## config.mk

```make
export PLATFORM = sky130hd
export DESIGN_NAME = mem_access_master
export DESIGN_NICKNAME = d
export VERILOG_FILES = /design/src/rtl/mem_access_master_pkg.sv /design/src/rtl/mem_timeout_counter.sv /design/src/rtl/mem_access_master.sv
export SDC_FILE = /design/constraint.sdc
export NUM_CORES = 1
export LEC_CHECK = 0
export CORE_ASPECT_RATIO = 0.9
export CORE_UTILIZATION = 43
export CTS_CLUSTER_DIAMETER = 40
export DETAILED_ROUTE_END_ITERATION = 10
export MAX_ROUTING_LAYER = met4
export PLACE_DENSITY = 0.91
export SYNTH_ARGS = -nofsm -noshare
export SYNTH_HDL_FRONTEND = slang
export SYNTH_SLANG_ARGS = --single-unit
```

## constraint.sdc

```tcl
create_clock -name clk -period 4 [get_ports clk]
set_input_delay 0.4 -clock clk [delete_from_list [all_inputs] [get_ports clk]]
set_output_delay 0.4 -clock clk [all_outputs]
set_load 0.1 [all_outputs]
```

## src/rtl/mem_access_master_pkg.sv

```systemverilog
// Shared definitions for the memory access master and the CPU load/store stage:
// FSM state encoding, byte-to-word shift and the default memory depth.
package mem_access_master_pkg;

  typedef enum logic [1:0] {
    IDLE    = 2'd0,
    ACCESS  = 2'd1,
    RECOVER = 2'd2
  } state_t;

  localparam int WORD_SHIFT        = 2;
  localparam int DEFAULT_MEM_WORDS = 256;

endpackage

```

## src/rtl/mem_timeout_counter.sv

```systemverilog
// Counts ACCESS cycles without a memory response and flags the last allowed cycle.
module mem_timeout_counter #(
  parameter int TIMEOUT_CYCLES = 16
) (
  input  logic clk,
  input  logic rst_n,
  input  logic clear,
  input  logic enable,
  output logic terminal
);

  localparam int CW = (TIMEOUT_CYCLES > 2) ? $clog2(TIMEOUT_CYCLES) : 1;
  localparam logic [CW-1:0] LAST = CW'(TIMEOUT_CYCLES - 1);

  logic [CW-1:0] count;

  // Saturates at the terminal value so the flag stays stable until cleared.
  always_ff @(posedge clk or negedge rst_n) begin
    if (!rst_n) begin
      count <= '0;
    end else if (clear) begin
      count <= '0;
    end else if (enable && !terminal) begin
      count <= count + CW'(1);
    end
  end

  assign terminal = (count == LAST);

endmodule

```

## src/rtl/mem_access_master.sv

```systemverilog
// Single-word bus initiator: takes one CPU load/store, drives the memory bus
// until a response or timeout, then reports data and status back to the CPU.
module mem_access_master
  import mem_access_master_pkg::*;
#(
  parameter int DATA_WIDTH     = 32,
  parameter int ADDR_WIDTH     = 32,
  parameter int MEM_WORDS      = DEFAULT_MEM_WORDS,
  parameter int TIMEOUT_CYCLES = 16
) (
  input  logic                  clk,
  input  logic                  rst_n,
  input  logic [ADDR_WIDTH-1:0] cpu_addr,
  input  logic                  cpu_read_req,
  input  logic                  cpu_write_req,
  input  logic [DATA_WIDTH-1:0] cpu_write_data,
  output logic                  cpu_ready,
  output logic                  cpu_done,
  output logic                  cpu_error,
  output logic [DATA_WIDTH-1:0] cpu_read_data,
  output logic [ADDR_WIDTH-1:0] mem_addr,
  output logic                  mem_read_en,
  output logic                  mem_write_en,
  output logic [DATA_WIDTH-1:0] mem_write_val,
  input  logic [DATA_WIDTH-1:0] mem_read_val,
  input  logic                  mem_response
);

  localparam logic [ADDR_WIDTH-1:0] WORD_LIMIT = ADDR_WIDTH'(MEM_WORDS);

  state_t                state;
  logic [ADDR_WIDTH-1:0] word_index;
  logic                  accept;
  logic                  illegal;
  logic                  timeout_hit;

  assign word_index = cpu_addr >> WORD_SHIFT;
  assign accept     = cpu_ready && (cpu_read_req || cpu_write_req);
  assign illegal    = (cpu_read_req && cpu_write_req) ||
                      (cpu_addr[1:0] != 2'b00) ||
                      (word_index >= WORD_LIMIT);

  mem_timeout_counter #(
    .TIMEOUT_CYCLES(TIMEOUT_CYCLES)
  ) u_timeout (
    .clk     (clk),
    .rst_n   (rst_n),
    .clear   (state != ACCESS),
    .enable  ((state == ACCESS) && !mem_response),
    .terminal(timeout_hit)
  );

  // After an illegal request cpu_ready drops for the cpu_done cycle, so a
  // back-to-back illegal request cannot produce two consecutive done pulses.
  always_ff @(posedge clk or negedge rst_n) begin
    if (!rst_n) begin
      state         <= IDLE;
      cpu_ready     <= 1'b1;
      cpu_done      <= 1'b0;
      cpu_error     <= 1'b0;
      cpu_read_data <= '0;
      mem_addr      <= '0;
      mem_read_en   <= 1'b0;
      mem_write_en  <= 1'b0;
      mem_write_val <= '0;
    end else begin
      cpu_done  <= 1'b0;
      cpu_error <= 1'b0;
      unique case (state)
        IDLE: begin
          cpu_ready <= 1'b1;
          if (accept) begin
            cpu_ready <= 1'b0;
            if (illegal) begin
              cpu_done  <= 1'b1;
              cpu_error <= 1'b1;
            end else begin
              mem_addr      <= word_index;
              mem_write_val <= cpu_write_data;
              mem_read_en   <= cpu_read_req;
              mem_write_en  <= cpu_write_req;
              state         <= ACCESS;
            end
          end
        end
        ACCESS: begin
          if (mem_response) begin
            if (mem_read_en) begin
              cpu_read_data <= mem_read_val;
            end
            cpu_done     <= 1'b1;
            mem_read_en  <= 1'b0;
            mem_write_en <= 1'b0;
            state        <= RECOVER;
          end else if (timeout_hit) begin
            cpu_done     <= 1'b1;
            cpu_error    <= 1'b1;
            mem_read_en  <= 1'b0;
            mem_write_en <= 1'b0;
            state        <= RECOVER;
          end
        end
        RECOVER: begin
          cpu_ready <= 1'b1;
          state     <= IDLE;
        end
        default: begin
          cpu_ready    <= 1'b1;
          mem_read_en  <= 1'b0;
          mem_write_en <= 1'b0;
          state        <= IDLE;
        end
      endcase
    end
  end

endmodule

```

# Yosys cells after proc, flatten, opt, wreduce, memory -nomap -nowiden
# Cells that the tools add are included.
dict set report op_classes {
  addsub 1
  order_cmp 1
  eq_ne 7
  mux 24
  bitwise 2
  n_reduce_logical 16
}
# cell n
set op_table {}
lappend op_table {{30-bit by 9-bit greater-or-equal comparator with 1-bit output (second input constant)} 1}
lappend op_table {{1-bit 2-to-1 mux} 12}
lappend op_table {{3-bit AND reduction} 3}
lappend op_table {{2-bit 2-to-1 mux} 4}
lappend op_table {{4-bit 2-to-1 mux} 2}
lappend op_table {{1-bit one-hot mux with 2 select lines} 3}
lappend op_table {{1-bit one-hot mux with 3 select lines} 2}
lappend op_table {{4-bit by 1-bit adder with 4-bit output (second input constant)} 1}
lappend op_table {{4-bit == test (second input constant)} 1}
lappend op_table {{1-bit logical AND} 4}
lappend op_table {{2-bit inequality test (second input constant)} 2}
lappend op_table {{2-bit one-hot mux with 2 select lines} 1}
lappend op_table {{4-bit AND reduction} 1}
lappend op_table {{2-bit nonzero test} 2}
lappend op_table {{1-bit logical OR} 3}
lappend op_table {{3-bit by 2-bit inequality test with 1-bit output (second input constant)} 1}
lappend op_table {{2-bit by 1-bit == test with 1-bit output (second input constant)} 1}
lappend op_table {{2-bit == test (second input constant)} 1}
lappend op_table {{1-bit zero test} 2}
lappend op_table {{2-bit zero test} 1}
lappend op_table {{2-bit by 1-bit inequality test with 1-bit output (second input constant)} 1}
lappend op_table {{1-bit inverter} 2}
dict set report word_totals {
  register_bits 105
  out_inout_bits 101
}

# Logic depth before layout (Yosys ltp)
dict set report logic_depth {
  ltp_word 6
  depth_mapped 6
  mapped_depth_nobuf 5
}

# Cells and area by module
# From an unflattened synthesis, not the netlist that was laid out.
dict set report hier_totals {
  hier_cells 263
  hier_area_um2 4005.1
}
# module n_inst cells_each area_per_inst_um2 seq_area_each_um2
set modules_own_cells {}
lappend modules_own_cells {mem_access_master 1 243 3776.1 2528.7}
lappend modules_own_cells {mem_timeout_counter 1 20 229.0 100.1}

# Worst setup path after synthesis
# No wires, ideal clock.
dict set report synth_timing {
  path_type {register to register}
  start {reg cpu_ready}
  end {reg mem_write_val[10]}
  arrival_time_ns 2.087
  required_time_ns 3.872
  slack_ns 1.785
  stages_incl_launch_ff 6
  n_path_buf 2
  period_less_slack_ns 2.215
  cell_sequence {dfstp_2 -> nor4b_1 -> nor3b_2 -> buf_4 -> buf_6 -> mux2_1}
}
dict set report synth_between {
  elab_chain_len 2
}
# element line_no
set synth_lines {}
lappend synth_lines {{start, declared} mem_access_master.sv:17} ;# output logic cpu_ready,
lappend synth_lines {{start signal, assigned} mem_access_master.sv:58} ;# cpu_ready <= 1'b1;
lappend synth_lines {{start signal, assigned} mem_access_master.sv:71} ;# cpu_ready <= 1'b1;
lappend synth_lines {{start signal, assigned} mem_access_master.sv:73} ;# cpu_ready <= 1'b0;
lappend synth_lines {{1-bit logical AND} mem_access_master.sv:38} ;# assign accept = cpu_ready && (cpu_read_req || cpu_write_req);
lappend synth_lines {{3-bit AND reduction (no source line)} --}
lappend synth_lines {{end signal, assigned} mem_access_master.sv:79} ;# mem_write_val <= cpu_write_data;
lappend synth_lines {{end, declared} mem_access_master.sv:24} ;# output logic [DATA_WIDTH-1:0] mem_write_val,
# No other way between the ends.
# A chain may end at the register's enable or synchronous reset.

# Worst setup path after layout
dict set report layout_timing {
  start {in cpu_write_req}
  end {reg mem_addr[7]}
}
dict set report layout_between {
  elab_chain_len 5
}
# element line_no
set layout_lines {}
lappend layout_lines {{start, declared} mem_access_master.sv:15} ;# input logic cpu_write_req,
lappend layout_lines {{1-bit logical AND} mem_access_master.sv:39} ;# assign illegal = (cpu_read_req && cpu_write_req) ||
lappend layout_lines {{1-bit logical OR} mem_access_master.sv:39}
lappend layout_lines {{1-bit logical OR} mem_access_master.sv:40} ;# (cpu_addr[1:0] != 2'b00) ||
lappend layout_lines {{1-bit inverter (no source line)} --}
lappend layout_lines {{3-bit AND reduction (no source line) (*)} --}
lappend layout_lines {{end signal, assigned} mem_access_master.sv:78} ;# mem_addr <= word_index;
lappend layout_lines {{end, declared} mem_access_master.sv:21} ;# output logic [ADDR_WIDTH-1:0] mem_addr,
# Every way passes the cells marked *; elsewhere a longest branch is shown, timed or not.

==> flow_metrics.env <==
export IMPL_synth_area_top_cells="dfrtp_1 (66%), mux2_2 (13%), mux2_1 (7.2%)"
export IMPL_timing_critical_path_slowest_stage_cell="nor3b_4"
export IMPL_synth_seq_cells=105
export IMPL_crit_path_max_fanout=52
export IMPL_status="completed"
export IMPL_internal_power_w=0.00141
export IMPL_ant_nets=0
export IMPL_yosys_area_top_type_share_pct=66.2
export IMPL_placementRows=32
export IMPL_crit_path_max_incr_delay_ns=0.71
export IMPL_fin_crit_sh_pct=64.0
export IMPL_relSlewSlack_pct=31.1
export IMPL_drc=0
export IMPL_htree_levels=3
export IMPL_yosys_area_top_type="dfrtp_1"
export IMPL_timing_final_ws_setup_ns=1.44
export IMPL_p_leak_nw=2.92
export IMPL_die_height_um=92.7
export IMPL_fin_nets=558
export IMPL_period_minus_slack_ns=2.56
export IMPL_die_x_um=103
export IMPL_vias_per_cell=4.81
export IMPL_comb_power_share_pct=9.4
export IMPL_cp_arrival_ns=2.80
export IMPL_crit_path_end_kind="flip-flop"
export IMPL_ys_top_cells_by_count="dfrtp_1 (104), mux2_2 (47), mux2_1 (25), nor2b_1 (22), nor2_1 (7)"
export IMPL_clk_pin_slew_worst_paths_ns=0.10
export IMPL_ys_flop_type="dfrtp_1"
export IMPL_p_per_area_nw_per_um2=298
export IMPL_fp_dieArea_um2=9530
export IMPL_grt_first_pass_wirelength_um=14600
export IMPL_critical_path_cell_chain="clkdlybuf4s50_1 > nor2_1 > nor4b_1 > nor3b_4 > buf_12 > mux2_2"
export IMPL_dp_slack_ns=1.06
export IMPL_vias_in_the_first_global_route=3058
export IMPL_max_cap_viol_count=0
export IMPL_number_of_antenna_violations_at_the_first_check_in_global_routing=0
export IMPL_post_cts_setup_buffer_count=0
export IMPL_rsz_0062_raised_after_global_routing="no"
export IMPL_gr_total_overflow=0
export IMPL_tightestPinTransition_ns=1.03
export IMPL_worst_clock_skew_ns=0.00630
export IMPL_synth_edf_count=0
export IMPL_synth_lib_cells_used_distinct=31
export IMPL_startpoint="cpu_write_req"
export IMPL_worst_ir_drop_vdd_mv=0.199
export IMPL_syn_area_um2=3930
export IMPL_cts_sinks=105
export IMPL_max_freq_mhz=391
export IMPL_ys_seq_area_share_pct=66.9
export IMPL_synth_async_sr_flop_share_pct=100
export IMPL_cts_repair_resized=0
export IMPL_tritoncts_num_buffers=9
export IMPL_setup_violations_final=0
export IMPL_fraction_of_the_core_area_covered_by_cells_at_the_end_of_the_flow_pct=71.2
export IMPL_layout_drive_gt1_share_pct=15.2
export IMPL_power_frac_clock_pct=32.9
export IMPL_port_buffer_cells=199
export IMPL_detailroute_via_count=2792
export IMPL_worst_skew_pair_late_latency_ns=0.35
export IMPL_clockBufferDepth=2
export IMPL_regToRegStartpoint="cpu_ready$_DFFE_PN1N_"
export IMPL_cts_root_buffer="clkbuf_8"
export IMPL_worstPathRequired_ns=4.24
export IMPL_gp_routability_congestion=0.753
export IMPL_areaGrowthSynthToFinish_pct=58.1
export IMPL_diodes=0
export IMPL_initial_utilization_pct=45.0
export IMPL_dp_final_hpwl_um=6880
export IMPL_syn_instance_count=255
export IMPL_synth_avg_cell_area_um2=15.4
export IMPL_timing_max_transition_violations_final=0
export IMPL_initialDrtViolationCount=51
export IMPL_design_core_area_um2=8730
export IMPL_power_switching_w=0.000436
export IMPL_min_delay_path_class="primary input to asynchronous set/reset pin"
export IMPL_grt_max_degree=80
export IMPL_tritoncts_clock_tree="built"
export IMPL_n_fill_cell=638
export IMPL_fin_setup_tns_ns=0
export IMPL_groute_usage_overall_pct=20.8
export IMPL_hold_viol=0
export IMPL_synth_yosys_warnings=0
export IMPL_firstDrtPassIters=4
export IMPL_top_level_ports=202
export IMPL_hold_buffers=0
export IMPL_crit_path_start_kind="primary input"
export IMPL_routed_wirelength_um=9250
export IMPL_synthMostInstantiatedCell="dfrtp_1"
export IMPL_power_share_switching_pct=23.6
export IMPL_seqPwrFrac_pct=57.7
export IMPL_path_class="primary input to flip-flop"
export IMPL_wire_per_inst_um=15.9
worst paths after layout:
kind,to,cells after the start,slack (ns)
worst min-delay path,mem_write_val[19]$_DFFE_PN0P_,1,0.18
worst max-delay path,mem_addr[7]$_DFFE_PN0P_,6,1.44
min in group clk,mem_write_val[16]$_DFFE_PN0P_,1,0.49
worst min register to register,mem_write_val[16]$_DFFE_PN0P_,1,0.49
worst max register to register,mem_addr[7]$_DFFE_PN0P_,4,1.49
max in group asynchronous,cpu_ready$_DFFE_PN1N_,2,2.84
flip-flops by register name, summed over array words and instances, names as in the netlist:
register	cells
mem_write_val	32
mem_read_en	1
state	2
u_timeout.count	4
cpu_error	1
cpu_ready	1
cpu_done	1
mem_write_en	1
cpu_read_data	32
mem_addr	30
power by group through the flow:
stage | clock network [W] | logic [W] | registers [W]
after floorplan | 0 | 0.0000181 | 0.00112
after global placement | 0 | 0.000174 | 0.00109
after detailed placement | 0 | 0.000176 | 0.00109
after CTS | 0.000631 | 0.000177 | 0.00107
after global routing | 0.000674 | 0.000187 | 0.00107
final | 0.000608 | 0.000174 | 0.00107
cell usage in the layout, fill, tap and decap left out, drive strengths merged, types with 2 or more instances in the layout:
cell type and count:
clkdlybuf4s50 198, nor2b 22, xor2 2, nor4 6, clkbuf 10, buf 4, mux2i 2, nand2 5
o21ai 3, nor2 7, mux2 72, conb 2, clkinv 3, nand3 2, dfrtp 104, inv 4
worst max-delay path: cells and delay by family:
family	cells	cell delay, ns
buffers and inverters	2	0.82
multiplexers	1	0.38
AND/OR/NAND/NOR	3	1.18
metrics by stage:
step	cell area (um2)	std cells	hold WS [ns]	total power, W
after global routing	6210	580	0.258	0.00193
after CTS	6210	580	0.220	0.00187
after detailed placement	6020	564	0.474	0.00126
final	6210	580	0.184	0.00185
after floorplan	3930	256	0.104	0.00113
after global placement	6020	564	0.467	0.00126
routing by layer:
| layer | global-route usage, % | wire length (um) | up-vias | part of all wire (%) |
|---|---|---|---|---|
| li1 | - | - | 1274 | - |
| met1 | 22.6 | 3550 | 1379 | 38 |
| met2 | 36.5 | 4810 | 127 | 52 |
| met3 | 6.94 | 743 | 12 | 8.0 |
| met4 | 4.81 | 139 | 0 | 1.5 |
| met5 | - | 0 | - | 0 |
layout make-up:
type / instances / area (um2) / share of cell area [%]
tap: 119 / 149 / 2.40
timing repair buffer: 202 / 2020 / 32.6
sequential: 105 / 2630 / 42.3
inverter: 2 / 7.51 / 0.121
multi-input combinational: 136 / 1210 / 19.6
clock inverter: 6 / 50.0 / 0.806
clock buffer: 10 / 138 / 2.22
logic make-up after synthesis:
kind of cell	Yosys count	share of synthesized area, %
xor gates and xnor gates	3	0.669
DFF	105	66.9
buffers and inverters	15	2.45
adders and majority gates	1	0.318
and+or+nand+nor	47	6.94
muxes	74	21.1
AOI/OAI and AO/OA	9	1.50
other	1	0.0954
Power figures use the tool's default switching activity.
==> RTL change: new RTL, same flow settings <==
Change the parameter `ADDR_WIDTH` from 32 to 40.
--- a/src/rtl/mem_access_master.sv
+++ b/src/rtl/mem_access_master.sv
@@ -4,7 +4,7 @@
   import mem_access_master_pkg::*;
 #(
   parameter int DATA_WIDTH     = 32,
-  parameter int ADDR_WIDTH     = 32,
+  parameter int ADDR_WIDTH     = 40,
   parameter int MEM_WORDS      = DEFAULT_MEM_WORDS,
   parameter int TIMEOUT_CYCLES = 16
 ) (
Interface: changed (resized cpu_addr and mem_addr); port bits go from 202 to 218. The function was not compared with the original's and may differ.
==> RTL change against the original RTL <==
- sequential cell count is 8 higher
- final area is 16% higher
- area after synthesis is 13% higher
- total power is 47% higher
- worst setup slack better by 65 ps
- critical path depth is 3 lower
- non-clock buffer count is 16 higher
- wire length is 22% higher
- largest cell class unchanged
==> RTL change: results (changes against the original RTL) <==
Max Fanout on Critical Path=73 (+40%); share of layout cells above drive strength 1=0.215 (+0.0629); met3 Use GR=0.0761 (+0.00667); Top Registers=mem_addr x38, cpu_read_data x32, mem_write_val x32; grt met1 use=0.249 (+0.0235); met2 Resource Use GR=0.382 (+0.0167); met2 wire len=5770 microns (+20%); post-synthesis cell count=280 (+9.8%); DP Wirelength=8280 microns (+20%); P_leak=3.42 nW (+17%); post-synthesis sequential area ratio=0.639 (-0.0295); GPL Wtd Cong=0.790 (+4.9%); status=finished clean; dpl ws=1150 ps (+94.1 ps); most frequent cells after synthesis=dfrtp_1 (112), mux2_4 (37), mux2_2 (35); met1 WL=4420 microns (+24%); DRT iter0 DRCs=115 (+130%); number of CTS-inserted buffers=17 (+8); nets=614 (+10%); WL/cell=17.5 microns (+10%); Via density=4.84 (+0.54%); first-pass GRT wire length=17700 microns (+21%); CP arrival=2770 ps (-30 ps); largest net degree at the start of global routing=74 (-7.5%); combinational logic power=0.193 mW (+11%); Clock Latency Late Sink=400 ps (+50 ps); number of global-route vias before repair=3417 (+12%); Synth area leaders=dfrtp_1 (63%), mux2_4 (13%), mux2_2 (8.9%), and2_1 (4.2%), buf_12 (1.4%); worst rel slew slack=0.322 (+0.0111); peak supply drop=0.337 mV (+70%); H-tree Lvls=4 (+1); CTS Root Buffer Type=clkbuf_16; skew final=4.88 ps (-1.42 ps)
[RTL change: cell count changes after synthesis, sizes merged, moves of 2 or more]
| cell | delta |
|---|---|
| dfrtp | +8 |
| nor2b | -22 |
| nor4 | +2 |
| buf | -2 |
| clkbuf | +3 |
| and2 | +30 |
| nor2 | +4 |
| nand4 | +2 |
[RTL change: critical path, cell delays in order, from the launching register on]
cell and delay (ps):
dfstp_2 540, or3b_1 390, or4b_4 940, mux2_4 450
[RTL change: cell families (layout without fill, tap and decap cells)]
| family | Yosys count | in the layout | synth area share |
|---|---|---|---|
| multiplexers | 75 | 75 | 0.221 |
| XOR/XNOR | 3 | 3 | 0.00594 |
| flip-flops | 113 | 113 | 0.639 |
| AND/OR/NAND/NOR | 63 | 63 | 0.0882 |
| buffers and inverters | 17 | 253 | 0.0314 |
| adder cells (fa/ha/maj) | 1 | 1 | 0.00283 |
| AO/OA/AOI/OAI | 7 | 7 | 0.00990 |
| other | 1 | 2 | 0.000848 |
[RTL change: worst paths after layout]
kind | startpoint | slack, ps | end | depth (start not counted)
setup / recovery | cpu_ready | 1510 | mem_write_val[25] | 3
setup reg to reg | cpu_ready | 1510 | mem_write_val[25] | 3
min in group clk | mem_addr[8] | 480 | mem_addr[8] | 1
hold reg to reg | mem_addr[8] | 480 | mem_addr[8] | 1
max in group asynchronous | rst_n | 3050 | mem_addr[15] | 2
hold / removal | rst_n | 90 | mem_write_val[0] | 1
[RTL change: cell type report]
type / count / area share
clock buffers: 22 / 0.0646
well taps: 126 / 0.0219
inverters: 3 / 0.00157
clock inverters: 10 / 0.0120
flip-flops and latches: 113 / 0.394
multi-input cells: 151 / 0.204
repair buffers: 218 / 0.302
